File: src/rtl/morse_receiver.sv
// -----------------------------------------------------------------------------
// morse_receiver
//   Decodes an on/off Morse keying line back into a 5-bit letter index
//   (A=0 ... Z=25). Mark and space durations are measured in clock cycles
//   against a threshold of two Morse units. This tolerates phase offset and
//   modest rate mismatch with the transmitter.
//
// Parameters
//   UNIT_CYCLES     clock cycles per Morse time unit (2 ... 2^29)
//
// Ports
//   clk_i           system clock, all state on rising edge
//   rst_ni          asynchronous active-low reset
//   key_in_i        raw keying line, 1 = mark; asynchronous to clk_i
//   letter_o        last successfully decoded letter index, held between decodes
//   letter_valid_o  one-cycle pulse: letter_o has just been updated
//   error_o         one-cycle pulse: letter ended with an illegal element sequence
//   busy_o          high while a letter is in progress
// -----------------------------------------------------------------------------
module morse_receiver #(
   parameter int unsigned UNIT_CYCLES = 25000000
) (
   input  logic       clk_i,
   input  logic       rst_ni,
   input  logic       key_in_i,
   output logic [4:0] letter_o,
   output logic       letter_valid_o,
   output logic       error_o,
   output logic       busy_o
);

   // Dot/dash and gap/letter-end boundary: two units.
   localparam logic [31:0] THRESH = 32'(2 * UNIT_CYCLES);

   typedef enum logic [1:0] {
      S_IDLE,
      S_MARK,
      S_SPACE,
      S_DECODE
   } state_e;

   state_e      state_q;
   logic        key_meta_q;
   logic        key_sync_q;
   logic [31:0] cnt_q;
   logic [3:0]  pat_q;
   logic [2:0]  len_q;
   logic        ovf_q;
   logic [4:0]  letter_q;
   logic        valid_q;
   logic        error_q;
   logic        busy_q;

   logic [31:0] cnt_d;
   logic        is_dash;
   logic        hit;
   logic [4:0]  idx;

   // Two-flop synchronizer. Both edges see the same latency, so the
   // measured durations equal the true durations.
   always_ff @(posedge clk_i or negedge rst_ni) begin
      if (!rst_ni) begin
         key_meta_q <= 1'b0;
         key_sync_q <= 1'b0;
      end else begin
         // NOTE: non-blocking assignments let both flops sample the
         // pre-edge values, which forms a true two-stage pipeline.
         key_meta_q <= key_in_i;
         key_sync_q <= key_meta_q;
      end
   end

   // Saturating increment. A mark that never ends parks at all-ones
   // instead of wrapping back into the dot range.
   assign cnt_d   = (cnt_q == '1) ? cnt_q : cnt_q + 32'd1;
   assign is_dash = (cnt_q >= THRESH);

   // Code lookup. The first-received element sits at bit len-1.
   // pat_q starts cleared and shifts left, so unused upper bits are zero.
   always_comb begin
      // NOTE: defaults ahead of the case keep this purely combinational
      // (no latch) for every unlisted (len, pat) combination.
      hit = 1'b1;
      idx = 5'd0;
      case ({len_q, pat_q})
         {3'd1, 4'b0000}: idx = 5'd4;   // E .
         {3'd1, 4'b0001}: idx = 5'd19;  // T -
         {3'd2, 4'b0001}: idx = 5'd0;   // A .-
         {3'd2, 4'b0000}: idx = 5'd8;   // I ..
         {3'd2, 4'b0011}: idx = 5'd12;  // M --
         {3'd2, 4'b0010}: idx = 5'd13;  // N -.
         {3'd3, 4'b0100}: idx = 5'd3;   // D -..
         {3'd3, 4'b0110}: idx = 5'd6;   // G --.
         {3'd3, 4'b0101}: idx = 5'd10;  // K -.-
         {3'd3, 4'b0111}: idx = 5'd14;  // O ---
         {3'd3, 4'b0010}: idx = 5'd17;  // R .-.
         {3'd3, 4'b0000}: idx = 5'd18;  // S ...
         {3'd3, 4'b0001}: idx = 5'd20;  // U ..-
         {3'd3, 4'b0011}: idx = 5'd22;  // W .--
         {3'd4, 4'b1000}: idx = 5'd1;   // B -...
         {3'd4, 4'b1010}: idx = 5'd2;   // C -.-.
         {3'd4, 4'b0010}: idx = 5'd5;   // F ..-.
         {3'd4, 4'b0000}: idx = 5'd7;   // H ....
         {3'd4, 4'b0111}: idx = 5'd9;   // J .---
         {3'd4, 4'b0100}: idx = 5'd11;  // L .-..
         {3'd4, 4'b0110}: idx = 5'd15;  // P .--.
         {3'd4, 4'b1101}: idx = 5'd16;  // Q --.-
         {3'd4, 4'b0001}: idx = 5'd21;  // V ...-
         {3'd4, 4'b1001}: idx = 5'd23;  // X -..-
         {3'd4, 4'b1011}: idx = 5'd24;  // Y -.--
         {3'd4, 4'b1100}: idx = 5'd25;  // Z --..
         default:         hit = 1'b0;
      endcase
   end

   always_ff @(posedge clk_i or negedge rst_ni) begin
      if (!rst_ni) begin
         state_q  <= S_IDLE;
         cnt_q    <= '0;
         pat_q    <= '0;
         len_q    <= '0;
         ovf_q    <= 1'b0;
         letter_q <= '0;
         valid_q  <= 1'b0;
         error_q  <= 1'b0;
         busy_q   <= 1'b0;
      end else begin
         valid_q <= 1'b0;
         error_q <= 1'b0;
         case (state_q)
            S_IDLE: begin
               if (key_sync_q) begin
                  state_q <= S_MARK;
                  cnt_q   <= 32'd1;
                  pat_q   <= '0;
                  len_q   <= '0;
                  ovf_q   <= 1'b0;
                  busy_q  <= 1'b1;
               end
            end
            S_MARK: begin
               if (!key_sync_q) begin
                  // A fifth element cannot be stored. Remember that it
                  // happened so the letter is rejected at decode.
                  if (len_q == 3'd4) begin
                     ovf_q <= 1'b1;
                  end else begin
                     pat_q <= {pat_q[2:0], is_dash};
                     len_q <= len_q + 3'd1;
                  end
                  state_q <= S_SPACE;
                  cnt_q   <= 32'd1;
               end else begin
                  cnt_q <= cnt_d;
               end
            end
            S_SPACE: begin
               if (key_sync_q) begin
                  state_q <= S_MARK;
                  cnt_q   <= 32'd1;
               end else begin
                  cnt_q <= cnt_d;
                  if (cnt_d == THRESH) begin
                     state_q <= S_DECODE;
                  end
               end
            end
            S_DECODE: begin
               if (!ovf_q && hit) begin
                  letter_q <= idx;
                  valid_q  <= 1'b1;
               end else begin
                  error_q <= 1'b1;
               end
               state_q <= S_IDLE;
               busy_q  <= 1'b0;
            end
            default: state_q <= S_IDLE;
         endcase
      end
   end

   assign letter_o       = letter_q;
   assign letter_valid_o = valid_q;
   assign error_o        = error_q;
   assign busy_o         = busy_q;

endmodule

File: config.mk
export PLATFORM = sky130hd
export DESIGN_NAME = morse_receiver
export DESIGN_NICKNAME = d
export VERILOG_FILES = /design/src/rtl/morse_receiver.sv
export SDC_FILE = /design/constraint.sdc
export NUM_CORES = 1
export LEC_CHECK = 0
export ABC_AREA = 1
export CAP_MARGIN = 20
export CORE_MARGIN = 4
export CORE_UTILIZATION = 40
export CTS_CLUSTER_DIAMETER = 60
export DETAILED_ROUTE_END_ITERATION = 8
export GPL_TIMING_DRIVEN = 0
export PLACE_DENSITY_LB_ADDON = 0.05
export SLEW_MARGIN = 20
export SYNTH_ARGS = -nofsm -noshare
export SYNTH_HDL_FRONTEND = slang
export SYNTH_SLANG_ARGS = --single-unit
File: constraint.sdc
create_clock -name clk_i -period 5 [get_ports clk_i]
set_input_delay 0.75 -clock clk_i [delete_from_list [all_inputs] [get_ports clk_i]]
set_output_delay 0.75 -clock clk_i [all_outputs]
set_load 0.01 [all_outputs]
After elaboration in Yosys (flattened, before gate mapping)

Cells that the tools add are included.
Widths: inputs -> output; s select.

Reductions and logical operators: 13
Equal/unequal tests: 37
Muxes and demuxes: 30
$lt $le $gt $ge: 1
$add $sub $neg: 2

Operators by type and width:

| cell                  | count |
|---|---|
| $mux 32               | 4 |
| $pmux 5 s25           | 1 |
| $pmux 32 s3           | 1 |
| $eq 7x6->1 const B    | 12 |
| $eq 7x7->1 const B    | 12 |
| $add 32x1->32 const B | 1 |
| $eq 32x26->1 const B  | 1 |
| $eq 32x32->1 const B  | 1 |
| $ge 32x26->1 const B  | 1 |
| $reduce_or 26->1      | 1 |
| $eq 7x5->1 const B    | 2 |
| $mux 4                | 3 |
| $mux 1                | 9 |
| $mux 3                | 3 |
| $mux 2                | 4 |
| $ne 2x2->1 const B    | 4 |
| $pmux 2 s4            | 1 |
| $pmux 4 s2            | 1 |
| $reduce_and 4->1      | 2 |
| $pmux 3 s2            | 1 |
| $reduce_and 2->1      | 3 |
| $eq 2x2->1 const B    | 2 |
| $pmux 1 s2            | 2 |
| $reduce_bool 2->1     | 2 |
| 9 further kinds       | 9 |

Word-level logic and storage cells: 94
Register bits after elaboration: 52
Output and inout port bits: 8
Bits of input ports: 3

Longest topological paths before layout

Gate-level depths: netlist of the first run.

Word-level depth: 6
Gate-level depth with buffers: 18
Gate-level depth less buffers: 17

Least setup slack after synthesis of the first run

No wires, ideal clock.

Path type: reg-to-reg
From: register cnt_q[1]
To: register state_q[0]
Buffers on the path: 2
Data arrival time: 1926 ps
Stages on the path, launching flop included: 17
Required time: 4883 ps
Path slack: 2957 ps
Clock period less this slack: 2043 ps
Setup time: 117 ps
Cells stage by stage: dfrtp_1 ha_1 inv_1 nor2_4 nand2_4 nor2_8 nand2_4 buf_6 buf_6 nand2_1 nand2_1 nor2_2 nand2_1 nor2_2 nand2_2 nand3_1 nand2_1

Cells in the longest elaborated chain, start to end: 5
Elaborated cells on any way between the ends: 6
Classes of those cells: add/sub (1); eq/ne (3); mux (1); reduce/logical (1)

RTL lines:

| element                                       | RTL line | source |
|---|---|---|
| start: declaration                            | 45       | `logic [31:0] cnt_q;` |
| start signal: assignment                      | 154      | `cnt_q <= cnt_d;` |
| start signal: assignment                      | 162      | `cnt_q <= cnt_d;` |
| $add 32x1->32 or $eq 32x32->1 (tied branches) | 75       | `assign cnt_d = (cnt_q == '1) ? cnt_q : cnt_q + 32'd1;` |
| $mux 32 *                                     | 75       |  |
| $eq 32x26->1 *                                | 163      | `if (cnt_d == THRESH) begin` |
| $ne 3x3->1 (no source line) *                 | n/a      |  |
| $reduce_and 3->1 (no source line) *           | n/a      |  |
| end signal: assignment                        | 159      | `state_q <= S_MARK;` |
| end signal: assignment                        | 164      | `state_q <= S_DECODE;` |
| end signal: assignment                        | 175      | `state_q <= S_IDLE;` |
| end: declaration                              | 42       | `state_e state_q;` |

Mark *: on every way between the ends. The rest lies on a longest branch, timed or not.
A chain may end at the register's enable or synchronous reset.

Worst setup path after layout of the first run

From: register len_q[0]
To: register letter_q[1], in the netlist letter_o[1]

Cells in the longest elaborated chain, start to end: 5
Elaborated cells on any way between the ends: 31
Classes of those cells: eq/ne (26); mux (2); reduce/logical (3)

RTL lines:

| element                                  | RTL line | source |
|---|---|---|
| start: declaration                       | 47       | `logic [2:0] len_q;` |
| start signal: assignment                 | 149      | `len_q <= len_q + 3'd1;` |
| $eq 7x7->1, or another cell as far along | 85       | `case ({len_q, pat_q})` |
| $reduce_or 26->1 (no source line)        | n/a      |  |
| $mux 1                                   | 85       |  |
| $logic_and 1x1->1                        | 169      | `if (!ovf_q && hit) begin` |
| $reduce_and 2->1 (no source line)        | n/a      |  |
| end signal: assignment                   | 170      | `letter_q <= idx;` |
| end: declaration                         | 49       | `logic [4:0] letter_q;` |

Several ways; a longest one is shown, not always the timed one.

==> results.py, run 1 <==
metrics = {
    "run_status": {
        "status": "finished clean",
    },
    "floorplanning": {
        "rows": 35,
        "die_x_um": 105,
        "core-area_um2": 9200,
        "io_pins": 11,
        "start_util_pct": 40.8,
        "die_area_um2": 11000,
        "die_y_um": 105,
    },
    "clock_network": {
        "h-tree-depth": 2,
        "clockBufferDepth": 2,
        "cts-resized-gates": 0,
        "postCtsSetupRepairBufs": 0,
        "cts_sinks": 52,
        "cts-root-buf": "clkbuf_8",
        "clock_latency_ps": 330,
        "numCtsBuffers": 5,
        "hold_buffers": 0,
        "tritoncts": "built",
        "clkSlewWorstSetupHoldPaths_ps": 120,
    },
    "synthesis": {
        "seq_area_frac_synth_pct": 34.7,
        "synth_edf_count": 0,
        "synthCells": 566,
        "synth.area.top_cells": "dfrtp_1 (35%), nand2_1 (16%), inv_1 (8.0%)",
        "ys_ff_latch": 52,
        "yosys_warnings": 0,
        "ys_async_sr_fraction_pct": 100,
        "synth.cell_area_um2": 3750,
        "synth.largest_area_cell": "dfrtp_1",
        "synth_top_area_share_pct": 34.7,
        "synthFlopType": "dfrtp_1",
        "synth_most_common_cell": "nand2_1",
        "netlist_top_cells_count": "nand2_1 (162), inv_1 (80), nor2_1 (73), dfrtp_1 (52), nand3_1 (40)",
        "syn_nets": 580,
        "ys_types": 31,
        "synth.avg_cell_area_um2": 6.62,
    },
    "global_route": {
        "grt.total_usage_pct": 21.1,
        "grt_first_pass_wirelength_um": 18500,
        "grt_max_degree": 53,
        "grt_pass1_vias": 3523,
        "antenna_found_initial": 0,
        "grt_overflow": 0,
    },
    "run": {
        "drv_cap": 0,
    },
    "route": {
        "num_vias": 3744,
        "drt_wl_total_um": 11200,
        "dr.pass1.iters": 5,
        "drtIter0Drc": 215,
        "drc": 0,
        "vias_per_cell": 5.39,
        "wl_per_cell_um": 16.1,
        "drtAntennaViolNets": 0,
    },
    "final_layout": {
        "nFillCells": 991,
        "drive_gt1_share_pct": 6.16,
        "fin_area_um2": 4080,
        "nets": 597,
        "fin_cells": 695,
        "area_delta_synth_final_pct": 8.91,
        "antenna_cells": 0,
    },
    "worst_setup_path": {
        "critPathMaxStageDelay_ps": 470,
        "cp_cell_sequence": "inv_1, ha_1, nand2_1, nor3_1, nand2_1, nand2_1, nor3_1, nand3_1, nand2_1, nor2_1, o21ai_0, nand2_1",
        "critPathCaptureType": "register",
        "worst_ep_required_time_ps": 5270,
        "crit_path_start_kind": "register",
        "slowest_stage": "nor3_1",
        "crit_type": "register to register",
        "worst-path-buf-inv": 1,
        "cp_common_cell": "nand2_1",
        "worst_ep_arrival_time_ps": 3060,
        "critPathTopFamily": "simple AND/OR/NAND/NOR gates",
        "worst-path-max-fanout": 7,
    },
    "timing": {
        "report.final.setup_viol": 0,
        "max_freq_mhz": 359,
        "tightest_slew_ps": 687,
        "rsz0062_at_grt": "no",
        "tns_ps": 0,
        "skew_ps": 11.0,
        "period_needed_ps": 2790,
        "maxSlewViolCount": 0,
        "hold-worst-slack_ps": 368,
        "layout_worst_path_cycle_share_pct": 55.8,
        "hold_viol": 0,
        "max_slew_margin_pct": 54.2,
    },
    "placement": {
        "portBuffers": 10,
        "hpwl_um": 8760,
        "post-place-cells": 687,
        "postPlaceCellArea_um2": 3990,
        "place_congestion": 0.929,
    },
    "worst_hold_path": {
        "hp-class": "register to register",
    },
    "pwr": {
        "powerDensity_nw_per_um2": 318,
        "p_leak_nw": 1.90,
        "ir_worst_vdd_mv": 0.199,
    },
}
[final cells by class]
cell class	instances	area (um^2)	share of cell area, %
Multi-Input combinational cell	424	2090	51.2
Sequential cell	52	1300	31.9
Inverter	80	300	7.36
Tap cell	111	139	3.40
Timing Repair Buffer	10	97.6	2.39
Clock buffer	5	68.8	1.69
Buffer	10	56.3	1.38
Clock inverter	3	28.8	0.705
[worst paths after layout]
path,startpoint,to,slack [ps],depth (start not counted)
min in group asynchronous,rst_ni,cnt_q[1],460,1
hold reg to reg,key_meta_q,key_sync_q,370,0
setup / recovery,len_q[0],letter_o[1],2210,12
hold / removal,key_meta_q,key_sync_q,370,0
max in group asynchronous,rst_ni,pat_q[2],4090,1
setup reg to reg,len_q[0],letter_o[1],2210,12
[worst register-to-register path, cell delays in order, from the launching register on]
cell and delay [ps]:
dfrtp_1 420, inv_1 130, ha_1 170, nand2_1 160
nor3_1 470, nand2_1 140, nand2_1 110, nor3_1 60
nand3_1 160, nand2_1 140, nor2_1 430, o21ai_0 250
nand2_1 110
[cell families after synthesis]
| group | after synthesis | share of synthesized area (%) |
|---|---|---|
| compound gates | 82 | 12.4 |
| xor+xnor | 9 | 2.10 |
| fa+ha+maj | 11 | 3.67 |
| buf+inv | 90 | 9.51 |
| flops | 52 | 34.7 |
| simple gates | 322 | 37.6 |
[where the power goes]
| group | switching [mW] | internal (mW) |
|---|---|---|
| registers | 0.0378 | 0.472 |
| clock network | 0.171 | 0.106 |
| logic | 0.349 | 0.164 |
| total | 0.557 | 0.742 |
[cell usage in the layout, fill, tap and decap left out, types with 6 or more instances in the layout]
master	n
dfrtp_1	52
inv_1	80
nand2_2	8
nor2_2	7
o21ai_0	29
xor2_1	9
nand4_1	9
nand2_1	162
clkbuf_1	6
nand3_1	40
o22ai_1	32
nor3_1	11
a21oi_1	14
clkdlybuf4s50_1	9
nor2_1	73
ha_1	11
[metrics by stage]
| step | setup slack (ps) | utilization (%) | power [mW] |
|---|---|---|---|
| floorplan | 2960 | - | 0.846 |
| global placement | 1490 | 43.4 | 1.03 |
| detailed placement | 2280 | 43.3 | 1.03 |
| CTS | 2240 | 44.4 | 1.31 |
| global route | 1920 | 44.4 | 1.40 |
| finish | 2210 | 44.4 | 1.30 |
[sequential cells by signal, summed over array words and instances (netlist names)]
name / count
busy_o: 1
pat_q: 4
state_q: 2
letter_o: 5
cnt_q: 32
error_o: 1
key_sync_q: 1
key_meta_q: 1
letter_valid_o: 1
ovf_q: 1
len_q: 3
[routing by layer]
metal  routed length, um  vias up  GRT usage [%]
li1                    -     1866              -
met1                5670     1765           33.0
met2                4820      103           30.2
met3                 564       10           2.96
met4                 134        0           5.15
met5                   0        -              0
No activity file was read; power rests on OpenSTA's default activity.
==> run 2, diff against run 1 <==
clock period = 2.6 ns   (was 5 ns; I/O delays follow)
==> run 2 against run 1 <==
Net effect: critical path depth increased by 1; global-route usage is the same; sequential share of layout area decreased by 0.26 points; critical path type unchanged; largest power group unchanged; core utilization up 0.45 points; count of clock-buffer cells in the layout unchanged; total power grew 96%; maximum frequency grew 16%; critical endpoint is now state_q[0]; via count decreased by 0.32%; first-iteration DRC count grew 18%; clock power up 93%; register-to-register slack worse by 2000 ps; sequential power increased by 94%.
==> results.py, run 2 (same netlist as run 1, synthesis figures left out) <==
metrics = {
    "run_status": {
        "status": "finished clean",
    },
    "floorplanning": {
        "io_pins": 11,
        "die_y_um": 105,
        "start_util_pct": 40.8,
        "rows": 35,
        "die_x_um": 105,
        "core-area_um2": 9200,
        "die_area_um2": 11000,
    },
    "timing": {
        "maxSlewViolCount": 0,
        "rsz0062_at_grt": "no",
        "tightest_slew_ps": 698,
        "tns_ps": 0,
        "report.final.setup_viol": 0,
        "max_slew_margin_pct": 53.5,
        "period_needed_ps": 2410,
        "layout_worst_path_cycle_share_pct": 92.8,
        "skew_ps": 10.1,
        "hold-worst-slack_ps": 100,
        "hold_viol": 0,
        "max_freq_mhz": 415,
        "final.setup.worst_slack_ps": 188,
    },
    "clock_network": {
        "cts-root-buf": "clkbuf_8",
        "h-tree-depth": 2,
        "numCtsBuffers": 5,
        "cts_sinks": 52,
        "hold_buffers": 0,
        "clock_latency_ps": 320,
        "clockBufferDepth": 2,
        "tritoncts": "built",
        "clkSlewWorstSetupHoldPaths_ps": 120,
    },
    "global_route": {
        "grt.total_usage_pct": 21.1,
        "use_met2_pct": 30.2,
        "grt_overflow": 0,
        "grt_first_pass_wirelength_um": 18500,
        "busiest_layer": "met1",
        "grt_max_degree": 53,
        "grt_use_met1_pct": 33.0,
        "grt_util_met3_pct": 2.96,
        "antenna_found_initial": 0,
        "grt_pass1_vias": 3523,
    },
    "final_layout": {
        "fin_area_um2": 4120,
        "area_delta_synth_final_pct": 10.0,
        "top_register": "cnt_q",
        "multiInputGateArea_um2": 2130,
        "regArea_um2": 1300,
        "largest_register_ffs": 32,
        "drive_gt1_share_pct": 7.71,
        "final_core_util_pct": 44.8,
        "nets": 597,
        "nFillCells": 986,
        "mostFrequentLayoutCells": "nand2_1 (161), inv_1 (80), nor2_1 (71), dfrtp_1 (50), nand3_1 (40)",
        "antenna_cells": 0,
        "final_common_cell": "nand2_1",
    },
    "worst_setup_path": {
        "worst_ep_arrival_time_ps": 2640,
        "critPathTopFamily": "simple AND/OR/NAND/NOR gates",
        "critPathCaptureType": "register",
        "worst_ep_required_time_ps": 2830,
        "cp_common_cell": "nand2_1",
        "worst-path-max-fanout": 6,
        "crit_type": "register to register",
        "worst-path-buf-inv": 1,
        "cp_cell_sequence": "nand3_2, inv_1, nand2_1, nor2_1, nand3_1, a21oi_1, nand2_1, nor2_1, nand2_1, nor2_2, nand2_2, nand3_1, nand2_1",
        "slowest_stage": "dfrtp_1",
        "critPathMaxStageDelay_ps": 500,
        "crit_path_start_kind": "register",
        "worst-r2r-setup-slack_ps": 190,
    },
    "pwr": {
        "pwr-share-clk_pct": 21.0,
        "seqPwrFrac_pct": 38.8,
        "switchingPower_mw": 1.10,
        "ir_worst_vdd_mv": 0.382,
        "swShare_pct": 43.3,
        "p_comb_share_pct": 40.2,
        "powerDensity_nw_per_um2": 618,
        "p_leak_nw": 1.90,
        "p_int_mw": 1.45,
    },
    "placement": {
        "portBuffers": 10,
        "place_congestion": 0.929,
        "pre_cts_ws_ps": -119,
        "hpwl_um": 8760,
        "postPlaceCellArea_um2": 3990,
    },
    "run": {
        "drv_cap": 0,
    },
    "worst_hold_path": {
        "hp-class": "input port to async pin",
    },
    "route": {
        "drtIter0Drc": 253,
        "drt_wl_total_um": 11200,
        "drc": 0,
        "wl_per_cell_um": 16.1,
        "dr.pass1.iters": 5,
        "vias_per_cell": 5.37,
        "drtAntennaViolNets": 0,
        "num_vias": 3732,
    },
}
run 2: cell counts in the layout (fill, tap and decap cells not counted):
Identical to the previous run, type by type.
run 2: power groups by stage:
| stage | sequential (mW) | clock (mW) | combinational [mW] |
|---|---|---|---|
| after floorplan | 1.00 | 0 | 0.623 |
| after global placement | 0.996 | 0 | 0.977 |
| after detailed placement | 1.00 | 0 | 0.979 |
| after CTS | 0.983 | 0.560 | 0.994 |
| after global routing | 1.00 | 0.589 | 1.15 |
| final | 0.989 | 0.535 | 1.02 |
run 2: worst reg2reg max path, delay by kind of cell, from the launching register on:
| kind | cells | cell delay [ps] |
|---|---|---|
| simple gates | 11 | 1330 |
| flops | 1 | 500 |
| compound gates | 1 | 340 |
| buf+inv | 1 | 160 |
run 2: cell type report:
cell class / instances / share of cell area, %
Tap cell: 111 / 3.37
Clock inverter: 3 / 0.698
Buffer: 10 / 1.37
Sequential cell: 52 / 31.6
Inverter: 80 / 7.28
Multi-Input combinational cell: 424 / 51.6
Timing Repair Buffer: 10 / 2.37
Clock buffer: 5 / 1.67
run 2: final timing paths:
path,start,to,depth (start not counted)
worst max-delay path,cnt_q[2],state_q[0],13
worst min-delay path,rst_ni,cnt_q[22],1
worst max register to register,cnt_q[2],state_q[0],13
worst min register to register,key_meta_q,key_sync_q,0
max in group asynchronous,rst_ni,cnt_q[0],1
min in group clk_i,key_meta_q,key_sync_q,0
run 2: per-layer routing:
layer / vias up / share of wire [%]
met4: 0 / 1.2
met3: 10 / 6.4
met5: - / 0
li1: 1859 / -
met1: 1750 / 49
met2: 113 / 43
run 2: stage by stage:
step / instances / power, mW
final: 695 / 2.55
after global routing: 695 / 2.75
after CTS: 695 / 2.54
after detailed placement: 687 / 1.98
after global placement: 687 / 1.97
after floorplan: 566 / 1.63
run 2: timing repair:
item / 4_1_cts / 5_1_grt
buffers inserted: 0 / 0
endpoints found under the setup margin: 12 / 15
pin swaps: 0 / 0
gates resized for setup: 2 / 9
==> run 3, diff against run 2 <==
CTS_BUF_LIST = sky130_fd_sc_hd__clkbuf_4   (was not set)
==> run 3 against run 2 <==
Net effect: the flow now finishes with violations (hold timing); clock power shrank 18%; wire length down 0.23%; via count barely moved; first-iteration DRC count is 4.7% lower; count of clock-buffer cells in the layout unchanged; largest cell class unchanged.
==> results.py, run 3 (same netlist as run 1, synthesis figures left out) <==
metrics = {
    "floorplanning": {
        "io_pins": 11,
        "die_y_um": 105,
        "rows": 35,
        "start_util_pct": 40.8,
        "core-area_um2": 9200,
        "die_area_um2": 11000,
        "die_x_um": 105,
    },
    "pwr": {
        "p_comb_share_pct": 41.7,
        "ir_worst_vdd_mv": 0.373,
        "p_leak_nw": 1.89,
        "seqPwrFrac_pct": 40.3,
        "switchingPower_mw": 1.09,
        "p_int_mw": 1.36,
        "swShare_pct": 44.5,
        "power_mw": 2.45,
        "powerDensity_nw_per_um2": 599,
        "pwr-share-clk_pct": 18.0,
    },
    "route": {
        "wl_per_cell_um": 16.1,
        "drt_wl_total_um": 11200,
        "drtAntennaViolNets": 0,
        "num_vias": 3735,
        "drtIter0Drc": 241,
        "vias_per_cell": 5.37,
        "drc": 0,
        "dr.pass1.iters": 5,
    },
    "worst_setup_path": {
        "worst-path-max-fanout": 6,
        "critPathMaxStageDelay_ps": 520,
        "crit_type": "register to register",
        "r2r_start": "cnt_q[2]",
        "critPathTopFamily": "simple AND/OR/NAND/NOR gates",
        "worst_ep_arrival_time_ps": 2820,
        "r2r_cells": 14,
        "worst-r2r-setup-slack_ps": 140,
        "r2r_end": "state_q[0]",
        "worst-path-buf-inv": 1,
        "cp_cell_sequence": "nand3_2, inv_1, nand2_1, nor2_1, nand3_1, a21oi_1, nand2_1, nor2_1, nand2_1, nor2_2, nand2_2, nand2_2, nand2_1, nand2_1",
        "slowest_stage": "dfrtp_1",
        "critPathCaptureType": "register",
        "crit_path_start_kind": "register",
        "cp_common_cell": "nand2_1",
        "crit_start": "cnt_q[2]",
        "worst_ep_required_time_ps": 2970,
    },
    "timing": {
        "hold_viol": 5,
        "hold-worst-slack_ps": -2.12,
        "rsz0062_at_grt": "no",
        "report.final.setup_viol": 0,
        "skew_ps": 12.0,
        "maxSlewViolCount": 0,
        "period_needed_ps": 2460,
        "max_slew_margin_pct": 54.0,
        "tightest_slew_ps": 690,
        "layout_worst_path_cycle_share_pct": 94.5,
        "tns_ps": 0,
        "max_freq_mhz": 407,
    },
    "placement": {
        "postPlaceCellArea_um2": 3990,
        "hpwl_um": 8760,
        "portBuffers": 10,
        "place_congestion": 0.929,
    },
    "global_route": {
        "grt_overflow": 0,
        "grt_max_degree": 53,
        "grt_pass1_vias": 3518,
        "antenna_found_initial": 0,
        "grt.total_usage_pct": 21.1,
        "grt_first_pass_wirelength_um": 18500,
    },
    "clock_network": {
        "postCtsSetupRepairBufs": 0,
        "clkSlewWorstSetupHoldPaths_ps": 190,
        "cts_sinks": 52,
        "hold_buffers": 0,
        "numCtsBuffers": 5,
        "h-tree-depth": 2,
        "cts-root-buf": "clkbuf_4",
        "clockBufferDepth": 2,
        "tritoncts": "built",
        "clock_latency_ps": 410,
    },
    "final_layout": {
        "nets": 597,
        "largest_register_ffs": 32,
        "nFillCells": 985,
        "drive_gt1_share_pct": 8.22,
        "regArea_um2": 1310,
        "top_register": "cnt_q",
        "fin_area_um2": 4100,
        "antenna_cells": 0,
        "area_delta_synth_final_pct": 9.31,
        "multiInputGateArea_um2": 2130,
        "mostFrequentLayoutCells": "nand2_1 (161), inv_1 (80), nor2_1 (70), dfrtp_1 (48), nand3_1 (40)",
        "final_common_cell": "nand2_1",
    },
    "run_status": {
        "status": "complete, but fails checks",
        "violations": "hold timing",
    },
    "run": {
        "drv_cap": 0,
    },
    "worst_hold_path": {
        "hp-class": "input port to async pin",
    },
}
-- run 3: cell count changes in the layout (fill, tap and decap cells not counted) --
| cell | previous run | this run |
|---|---|---|
| clkbuf_4 | 0 | 5 |
| clkbuf_8 | 5 | 0 |
| dfrtp_1 | 50 | 48 |
| dfrtp_2 | 2 | 4 |
| nor2_1 | 71 | 70 |
| nor2_2 | 8 | 9 |
-- run 3: timing repair --
action	CTS	global route
gates resized for setup	2	12
hold endpoints to repair	0	0
endpoints found under the setup margin	12	15
pin swaps	0	0
gates cloned	0	0
-- run 3: cell type report --
type | instances | area share, %
multi-input combinational | 424 | 52.0
sequential | 52 | 31.9
inverter | 80 | 7.33
tap | 111 | 3.39
timing repair buffer | 10 | 2.38
buffer | 10 | 1.37
clock buffer | 5 | 0.916
clock inverter | 3 | 0.702
-- run 3: how the worst max path moves through the flow --
stage	to	slack, ps	cells after the start
2_1_floorplan	state_q[0]	560	16
3_3_place_gp	busy_o	-550	1
3_5_place_dp	pat_q[0]	-120	10
4_1_cts	state_q[0]	5	17
5_1_grt	state_q[1]	5	17
6_report	state_q[0]	140	14
-- run 3: through the flow --
stage	hold slack, ps	std cells	setup WS, ps	utilization (%)
after global placement	336	687	-552	43.4
after floorplan	94.4	566	557	-
after CTS	18.7	695	5.07	44.1
after global routing	23.8	695	4.99	44.6
after detailed placement	344	687	-119	43.3
final	-2.12	695	142	44.6
-- run 3: power groups by stage --
| stage | registers, mW | logic (mW) | clock network, mW |
|---|---|---|---|
| after floorplan | 1.00 | 0.623 | 0 |
| after global placement | 0.996 | 0.977 | 0 |
| after detailed placement | 1.00 | 0.979 | 0 |
| after CTS | 0.983 | 0.994 | 0.463 |
| after global routing | 1.01 | 1.15 | 0.491 |
| final | 0.989 | 1.02 | 0.441 |
-- run 3: layer usage --
layer / up-vias / track usage [%] / wire [um]
li1: 1865 / - / -
met1: 1773 / 32.9 / 5770
met2: 82 / 30.2 / 4720
met3: 15 / 2.78 / 488
met4: 0 / 5.44 / 189
met5: - / 0 / 0
